===== src/rtl/vec_sb_pkg.sv =====
// ============================================================================
// Module  : vec_sb_pkg
// Brief   : Shared types, defaults and forward-select helper for vec_scoreboard
// Revision: 1.0
// ============================================================================
`default_nettype none

package vec_sb_pkg;

   localparam int c_nreg_default   = 16;
   localparam int c_maxlat_default = 4;

   typedef enum logic [1:0] {
      FWD_RF  = 2'b00,
      FWD_WB  = 2'b01,
      FWD_MEM = 2'b10
   } fwd_sel_e;

   // A producer two cycles out sits in memory, one cycle out in writeback.
   function automatic fwd_sel_e fwd_select(input logic used, input int unsigned cnt);
      fwd_sel_e sel;
      sel = FWD_RF;
      if (used && cnt == 2)
         sel = FWD_MEM;
      else if (used && cnt == 1)
         sel = FWD_WB;
      return sel;
   endfunction

endpackage

`default_nettype wire


===== src/rtl/vec_scoreboard_if.sv =====
// ============================================================================
// Module  : vec_scoreboard_if
// Brief   : Decode-side request and hazard/forward response bundle
// Revision: 1.0
// ============================================================================
`default_nettype none

interface vec_scoreboard_if #(
   parameter int NREG   = 16,
   parameter int MAXLAT = 4
) ();
   localparam int RW = $clog2(NREG);
   localparam int LW = $clog2(MAXLAT + 1);

   logic          issue_d;
   logic [RW-1:0] ra1_d;
   logic [RW-1:0] ra2_d;
   logic          use_a_d;
   logic          use_b_d;
   logic [RW-1:0] wa3_d;
   logic          reg_write_d;
   logic          mem_to_reg_d;
   logic [LW-1:0] lat_d;
   logic          flush_d;
   logic          stall_f;
   logic          stall_d;
   logic          flush_e;
   logic [1:0]    forward_ae;
   logic [1:0]    forward_be;
   logic          busy;

   modport master (
      output issue_d, ra1_d, ra2_d, use_a_d, use_b_d, wa3_d, reg_write_d,
             mem_to_reg_d, lat_d, flush_d,
      input  stall_f, stall_d, flush_e, forward_ae, forward_be, busy
   );

   modport slave (
      input  issue_d, ra1_d, ra2_d, use_a_d, use_b_d, wa3_d, reg_write_d,
             mem_to_reg_d, lat_d, flush_d,
      output stall_f, stall_d, flush_e, forward_ae, forward_be, busy
   );
endinterface

`default_nettype wire


===== src/rtl/vec_scoreboard_entry.sv =====
// ============================================================================
// Module  : sb_entry
// Brief   : Per-register pending-write countdown and load-producer flag
// Revision: 1.0
// ============================================================================
`default_nettype none

module sb_entry #(
   parameter int LW = 3
) (
   input  wire logic          clk,
   input  wire logic          rst_n,
   input  wire logic          i_load,
   input  wire logic [LW-1:0] i_lat,
   input  wire logic          i_ld,
   output logic      [LW-1:0] o_cnt,
   output logic               o_ld
);

   logic [LW-1:0] r_cnt;
   logic          r_ld;

   // A new producer overrides the running countdown of the old one.
   always_ff @(posedge clk or negedge rst_n) begin
      if (!rst_n) begin
         r_cnt <= '0;
         r_ld  <= 1'b0;
      end else if (i_load) begin
         r_cnt <= i_lat;
         r_ld  <= i_ld;
      end else if (r_cnt != '0) begin
         r_cnt <= r_cnt - LW'(1);
      end
   end

   assign o_cnt = r_cnt;
   assign o_ld  = r_ld;

endmodule

`default_nettype wire


===== src/rtl/vec_scoreboard.sv =====
// ============================================================================
// Module  : vec_scoreboard
// Brief   : Latency-counting register scoreboard with stall and forward select
// Revision: 1.0
// ============================================================================
`default_nettype none

module vec_scoreboard
   import vec_sb_pkg::*;
#(
   parameter int NREG   = c_nreg_default,
   parameter int MAXLAT = c_maxlat_default
) (
   input wire logic        clk,
   input wire logic        rst_n,
   vec_scoreboard_if.slave sb
);

   localparam int RW = $clog2(NREG);
   localparam int LW = $clog2(MAXLAT + 1);

   logic [LW-1:0]   w_cnt [NREG];
   logic [NREG-1:0] w_ld;
   logic [NREG-1:0] w_pend;
   logic [NREG-1:0] w_load;
   logic [LW-1:0]   w_lat_sat;
   logic [LW-1:0]   w_cnt_a;
   logic [LW-1:0]   w_cnt_b;
   logic [LW-1:0]   w_cnt_w;
   logic            w_haz_a;
   logic            w_haz_b;
   logic            w_waw;
   logic            w_stall;
   logic            w_fire;
   fwd_sel_e        w_sel_a;
   fwd_sel_e        w_sel_b;
   fwd_sel_e        r_fwd_a;
   fwd_sel_e        r_fwd_b;

   // All checks look at pre-update counts, so a self-reading writer sees the old producer.
   always_comb begin
      w_lat_sat = sb.lat_d;
      if (sb.lat_d == '0)
         w_lat_sat = LW'(1);
      else if (sb.lat_d > LW'(MAXLAT))
         w_lat_sat = LW'(MAXLAT);

      w_cnt_a = w_cnt[sb.ra1_d];
      w_cnt_b = w_cnt[sb.ra2_d];
      w_cnt_w = w_cnt[sb.wa3_d];

      w_haz_a = sb.use_a_d &&
                ((w_cnt_a > LW'(2)) || ((w_cnt_a == LW'(2)) && w_ld[sb.ra1_d]));
      w_haz_b = sb.use_b_d &&
                ((w_cnt_b > LW'(2)) || ((w_cnt_b == LW'(2)) && w_ld[sb.ra2_d]));
      w_waw   = sb.reg_write_d && (w_cnt_w != '0) && (w_lat_sat <= w_cnt_w);

      w_stall = sb.issue_d && !sb.flush_d && (w_haz_a || w_haz_b || w_waw);
      w_fire  = sb.issue_d && !sb.flush_d && !w_stall;

      w_sel_a = fwd_select(sb.use_a_d, 32'(w_cnt_a));
      w_sel_b = fwd_select(sb.use_b_d, 32'(w_cnt_b));
   end

   for (genvar i = 0; i < NREG; i++) begin : g_entry
      assign w_load[i] = w_fire && sb.reg_write_d && (sb.wa3_d == RW'(i));
      assign w_pend[i] = (w_cnt[i] != '0);

      sb_entry #(
         .LW (LW)
      ) u_entry (
         .clk    (clk),
         .rst_n  (rst_n),
         .i_load (w_load[i]),
         .i_lat  (w_lat_sat),
         .i_ld   (sb.mem_to_reg_d),
         .o_cnt  (w_cnt[i]),
         .o_ld   (w_ld[i])
      );
   end

   // Anything other than a firing issue becomes an execute bubble reading the RF.
   always_ff @(posedge clk or negedge rst_n) begin
      if (!rst_n) begin
         r_fwd_a <= FWD_RF;
         r_fwd_b <= FWD_RF;
      end else if (w_fire) begin
         r_fwd_a <= w_sel_a;
         r_fwd_b <= w_sel_b;
      end else begin
         r_fwd_a <= FWD_RF;
         r_fwd_b <= FWD_RF;
      end
   end

   assign sb.stall_f    = w_stall;
   assign sb.stall_d    = w_stall;
   assign sb.flush_e    = w_stall || sb.flush_d;
   assign sb.forward_ae = r_fwd_a;
   assign sb.forward_be = r_fwd_b;
   assign sb.busy       = |w_pend;

endmodule

`default_nettype wire


===== src/flat_wrapper.sv =====
// flat-port wrapper written by rule: the top's interface ports become plain ports
module vec_scoreboard_flat import vec_sb_pkg::*;
#(
   parameter int NREG   = c_nreg_default,
   parameter int MAXLAT = c_maxlat_default
)
  (clk, rst_n, sb_issue_d, sb_ra1_d, sb_ra2_d, sb_use_a_d, sb_use_b_d, sb_wa3_d, sb_reg_write_d, sb_mem_to_reg_d, sb_lat_d, sb_flush_d, sb_stall_f, sb_stall_d, sb_flush_e, sb_forward_ae, sb_forward_be, sb_busy);
  vec_scoreboard_if #(.NREG(NREG), .MAXLAT(MAXLAT)) sb_i ();
  input wire logic clk;
  input wire logic rst_n;
  input wire logic [$bits(sb_i.issue_d)-1:0] sb_issue_d;
  input wire logic [$bits(sb_i.ra1_d)-1:0] sb_ra1_d;
  input wire logic [$bits(sb_i.ra2_d)-1:0] sb_ra2_d;
  input wire logic [$bits(sb_i.use_a_d)-1:0] sb_use_a_d;
  input wire logic [$bits(sb_i.use_b_d)-1:0] sb_use_b_d;
  input wire logic [$bits(sb_i.wa3_d)-1:0] sb_wa3_d;
  input wire logic [$bits(sb_i.reg_write_d)-1:0] sb_reg_write_d;
  input wire logic [$bits(sb_i.mem_to_reg_d)-1:0] sb_mem_to_reg_d;
  input wire logic [$bits(sb_i.lat_d)-1:0] sb_lat_d;
  input wire logic [$bits(sb_i.flush_d)-1:0] sb_flush_d;
  output wire logic [$bits(sb_i.stall_f)-1:0] sb_stall_f;
  output wire logic [$bits(sb_i.stall_d)-1:0] sb_stall_d;
  output wire logic [$bits(sb_i.flush_e)-1:0] sb_flush_e;
  output wire logic [$bits(sb_i.forward_ae)-1:0] sb_forward_ae;
  output wire logic [$bits(sb_i.forward_be)-1:0] sb_forward_be;
  output wire logic [$bits(sb_i.busy)-1:0] sb_busy;
  assign sb_i.issue_d = sb_issue_d;
  assign sb_i.ra1_d = sb_ra1_d;
  assign sb_i.ra2_d = sb_ra2_d;
  assign sb_i.use_a_d = sb_use_a_d;
  assign sb_i.use_b_d = sb_use_b_d;
  assign sb_i.wa3_d = sb_wa3_d;
  assign sb_i.reg_write_d = sb_reg_write_d;
  assign sb_i.mem_to_reg_d = sb_mem_to_reg_d;
  assign sb_i.lat_d = sb_lat_d;
  assign sb_i.flush_d = sb_flush_d;
  assign sb_stall_f = sb_i.stall_f;
  assign sb_stall_d = sb_i.stall_d;
  assign sb_flush_e = sb_i.flush_e;
  assign sb_forward_ae = sb_i.forward_ae;
  assign sb_forward_be = sb_i.forward_be;
  assign sb_busy = sb_i.busy;
  vec_scoreboard #(.NREG(NREG), .MAXLAT(MAXLAT)) u_core (.clk(clk), .rst_n(rst_n), .sb(sb_i));
endmodule

===== config.mk =====
export PLATFORM = sky130hd
export DESIGN_NAME = vec_scoreboard_flat
export DESIGN_NICKNAME = d
export VERILOG_FILES = /design/src/rtl/vec_sb_pkg.sv /design/src/rtl/vec_scoreboard_if.sv /design/src/rtl/vec_scoreboard_entry.sv /design/src/rtl/vec_scoreboard.sv /design/src/flat_wrapper.sv
export SDC_FILE = /design/constraint.sdc
export NUM_CORES = 1
export LEC_CHECK = 0
export BUFFER_PORTS_ARGS = -buffer_cell sky130_fd_sc_hd__buf_2
export CORE_ASPECT_RATIO = 1.1
export CORE_UTILIZATION = 60
export CTS_BUF_LIST = sky130_fd_sc_hd__clkbuf_8
export DETAILED_ROUTE_END_ITERATION = 8
export PLACE_DENSITY = 0.82
export SETUP_SLACK_MARGIN = 0.05
export SLEW_MARGIN = 20
export SYNTH_ARGS = -nofsm -noshare
export SYNTH_HDL_FRONTEND = slang
export SYNTH_SLANG_ARGS = --single-unit

===== constraint.sdc =====
create_clock -name clk -period 6 [get_ports clk]
set_input_delay 0.9 -clock clk [delete_from_list [all_inputs] [get_ports clk]]
set_output_delay 0.9 -clock clk [all_outputs]
set_load 0.05 [all_outputs]

==> metrics.md <==
| Metric | Value |
|---|---|
| Clk sink count | `between 60 and 70` |
| Final Hold Fails | `0` |
| Clk_skew | `between 10 and 15 ps` |
| Crit-path cells | `buf_2 > mux4_2 > mux4_2 > ha_1 > nor2b_1 > o21a_1 > o21ai_0 > o311ai_2 > o211ai_4 > and2_1 > or2_2 > buf_2` |
| Register area share after synthesis | `30.7%` |
| CP top delay family | `multiplexers` |
| Post-CTS setup buffer count | `0` |
| Post-synth net total | `approximately 530` |
| Logic pwr share | `about 50%` |
| Chip height | `between 100 and 150 µm` |
| Initial core utilization | `between 60% and 70%` |
| CTS clk-pin slew, worst paths | `70 ps` |
| Leak | `~0.0026 µW` |
| Area share of fa/ha/maj cells after synthesis | `~7.9%` |
| CP max FO | `16` |
| Part of the power in registers | `a little over a third` |
| Initial antenna violation count | `0` |
| Synth Instances | `473` |
| CP Launch Type | `input pin` |
| Fmax | `roughly 0.21 GHz` |
| Mean Syn Cell Area | `11.7 µm²` |
| Worst hold margin | `between 500 and 600 ps` |
| Yosys reg bits | `68` |
| Fin crit share | `between 70% and 80%` |
| Iter 0 DRT Violations | `roughly 430` |
| Count of final setup violators | `0` |
| H-Tree Level Count | `3` |
| FP Rows | `36` |
| Root Driver | `clkbuf_8` |
| Post-Syn Area | `between 5000 and 6000 µm²` |
| CTS resizes | `0` |
| Total GRT Usage | `approximately a third` |
| Share of layout cells above drive strength 1 | `between 30% and 40%` |
| CP max stage delay | `around 560 ps` |
| RSZ-0062 raised after global routing | `no` |
| Crit path buf inv count | `2` |
| CP required | `between 5000 and 6000 ps` |
| Clock latency on the worst-skew pair | `~360 ps` |
| Final Cell Area | `approximately 6000 µm²` |
| PortBufs | `30` |
| Post-DR vias/cell | `6.73` |
| Status | `complete, no violations` |
| Final Net Count | `550` |
| Placement Cell Area | `approximately 5700 µm²` |
| DPL Wire Length | `10,400 µm` |
| Pint | `around 1600 µW` |
| Most frequent cells after synthesis | `dfrtp_1 (68), mux4_2 (45), mux2_2 (39)` |
| Antenna diodes | `0` |
| Crit Path Class | `in2out` |
| DIE AREA | `just under 10,000 µm²` |
| Post-synth EDFFs | `0` |
| Final ANT Viol Nets | `0` |
| Prevailing post-synth register cell | `dfrtp_1` |
| Crit path DAT | `3780 ps` |
| DRC Markers | `0` |
| Drt pass-1 iters | `6` |
| Switch share | `between 40% and 50%` |
| Yosys top cell by area | `dfrtp_1` |
| Max-cap violations | `0` |
| Ranking of synthesized cells by area | `dfrtp_1 (31%), mux4_2 (18%), mux2_2 (7.9%)` |
| Setup TNS | `0 ps` |
| Routability Congestion | `roughly 1` |
| Post-synth top area share | `between 30 and 40%` |
| Drt total wl | `between 10,000 and 15,000 µm` |
| CP max-delay cell | `mux4_2` |
| Hold_buf cts | `0` |
| Core area | `~9000 µm²` |
| Actual slew at the worst max-slew pin | `between 800 and 900 ps` |
| Mux contribution to synthesized area | `34.3%` |
| Distinct cells, synth | `38` |
| Largest family of logic cells by synthesized area | `multiplexers` |
| Fill cell count | `a little under 700` |
| Slew Limit Headroom | `42.3%` |
| Ys async rst share | `100%` |
| Max Root-Sink Buffers | `2` |
| Cts bufs inserted | `9` |
| Clock power frac | `between 10% and 20%` |
| Fin crit period | `roughly 4700 ps` |
| Clock tree from TritonCTS | `built` |
| Largest vdd supply drop | `roughly 0.00018 V` |
| Area Overhead vs Synth | `7.58%` |
| Synth Warn # | `0` |
| Vias in the first global route | `a little over 4,000` |
| Xor and xnor area share after synthesis | `approximately 2.5%` |
| Synth Area in Compound Gates | `under 10%` |
| Psw | `roughly 1200 µW` |
| Power Density | `~470 nW/µm²` |
| Routed wire per std cell | `22.7 µm` |
| Simple-Gate Fraction of Synth Area | `15.2%` |
| Die width | `~94 µm` |
| Most frequent cell after synthesis | `dfrtp_1` |
| First-pass GRT wire length | `~22,000 µm` |
| Worst setup EP type | `output pin` |
| Via count | `4,115` |
| Final slew viol count | `0` |
| Gr ovfl total | `0` |
| IO Count | `31` |
| Largest net degree at the start of global routing | `between 60 and 70` |
| HP Class | `reg2reg` |
## layer usage
layer / track usage, % / vias to the layer above / part of all wire, % / wire length, µm
met3: 7.01 / 63 / 9.0 / 1250
met1: 38.1 / 2037 / 37 / 5080
met4: 22.8 / 0 / 6.5 / 894
met2: 50.6 / 236 / 48 / 6630
li1: - / 1779 / - / -
met5: 0 / - / 0 / 0
## kinds of logic after synthesis
family / count (synthesis)
mux: 128
flops: 68
buf+inv: 62
compound gates: 38
xor+xnor: 16
simple gates: 126
fa+ha+maj: 35
## per-stage QoR
| step | setup slack, ps | instances | util, % | total power [µW] |
|---|---|---|---|---|
| finish | 1320 | 611 | 66.9 | 2790 |
| global route | 1150 | 611 | 66.9 | 2980 |
| CTS | 1290 | 611 | 66.9 | 2780 |
| detailed placement | 1300 | 595 | 64.4 | 2350 |
| global placement | 1380 | 595 | 64.4 | 2240 |
| floorplan | 822 | 473 | - | 1980 |
## final cells by class
| class | count | area (µm²) | area share (%) |
|---|---|---|---|
| multi-input combinational | 343 | 3580 | 60.1 |
| sequential | 68 | 1700 | 28.5 |
| timing repair buffer | 34 | 180 | 3.02 |
| clock buffer | 13 | 179 | 3.00 |
| tap | 114 | 143 | 2.39 |
| inverter | 36 | 135 | 2.27 |
| clock inverter | 3 | 42.5 | 0.713 |
## path summary, 6_finish.rpt
kind | startpoint | end | slack [ps] | depth (start not counted)
setup / recovery | sb_wa3_d[0] | sb_flush_e | 1320 | 12
hold / removal | u_core.g_entry[5].u_entry.o_ld | u_core.g_entry[5].u_entry.o_ld | 520 | 1
setup reg to reg | u_core.g_entry[3].u_entry.o_cnt[0] | u_core.g_entry[4].u_entry.o_ld | 2400 | 11
hold reg to reg | u_core.g_entry[5].u_entry.o_ld | u_core.g_entry[5].u_entry.o_ld | 520 | 1
max in group asynchronous | rst_n | u_core.g_entry[1].u_entry.o_cnt[0] | 4700 | 2
min in group asynchronous | rst_n | u_core.g_entry[2].u_entry.o_cnt[2] | 720 | 2
## sequential cells by signal (all words and copies together), names as in the netlist
name and flops:
u_core.g_entry.u_entry.o_cnt 48, u_core.g_entry.u_entry.o_ld 16, u_core.sb.forward_ae 2, u_core.sb.forward_be 2
## cells in the final DEF (no fill, tap or decap), drive strengths merged
cell and n:
or3b 1, nor4 10, xnor2 16, nand3b 4, nor4b 2, o21ai 18, nand2 28, nand3 9
mux2i 38, nand4 2, and4 1, clkinvlp 1, clkbuf 13, buf 34, a21o 1, bufinv 1
and2 2, or2 2, or3 1, dfrtp 68, nand2b 23, clkinv 1, ha 35, o21a 1
o211ai 1, o22ai 5, a22o 2, a22oi 8, mux2 45, nor3 12, inv 36, nor2 23
o311ai 2, nor2b 6, mux4 45
## power groups by stage
stage | combinational (µW) | clock (µW) | sequential (µW)
floorplan | 1160 | 0 | 828
global placement | 1300 | 0 | 940
detailed placement | 1390 | 0 | 960
CTS | 1410 | 426 | 951
global route | 1550 | 445 | 988
finish | 1400 | 418 | 972
No activity file was read; power rests on OpenSTA's default activity.
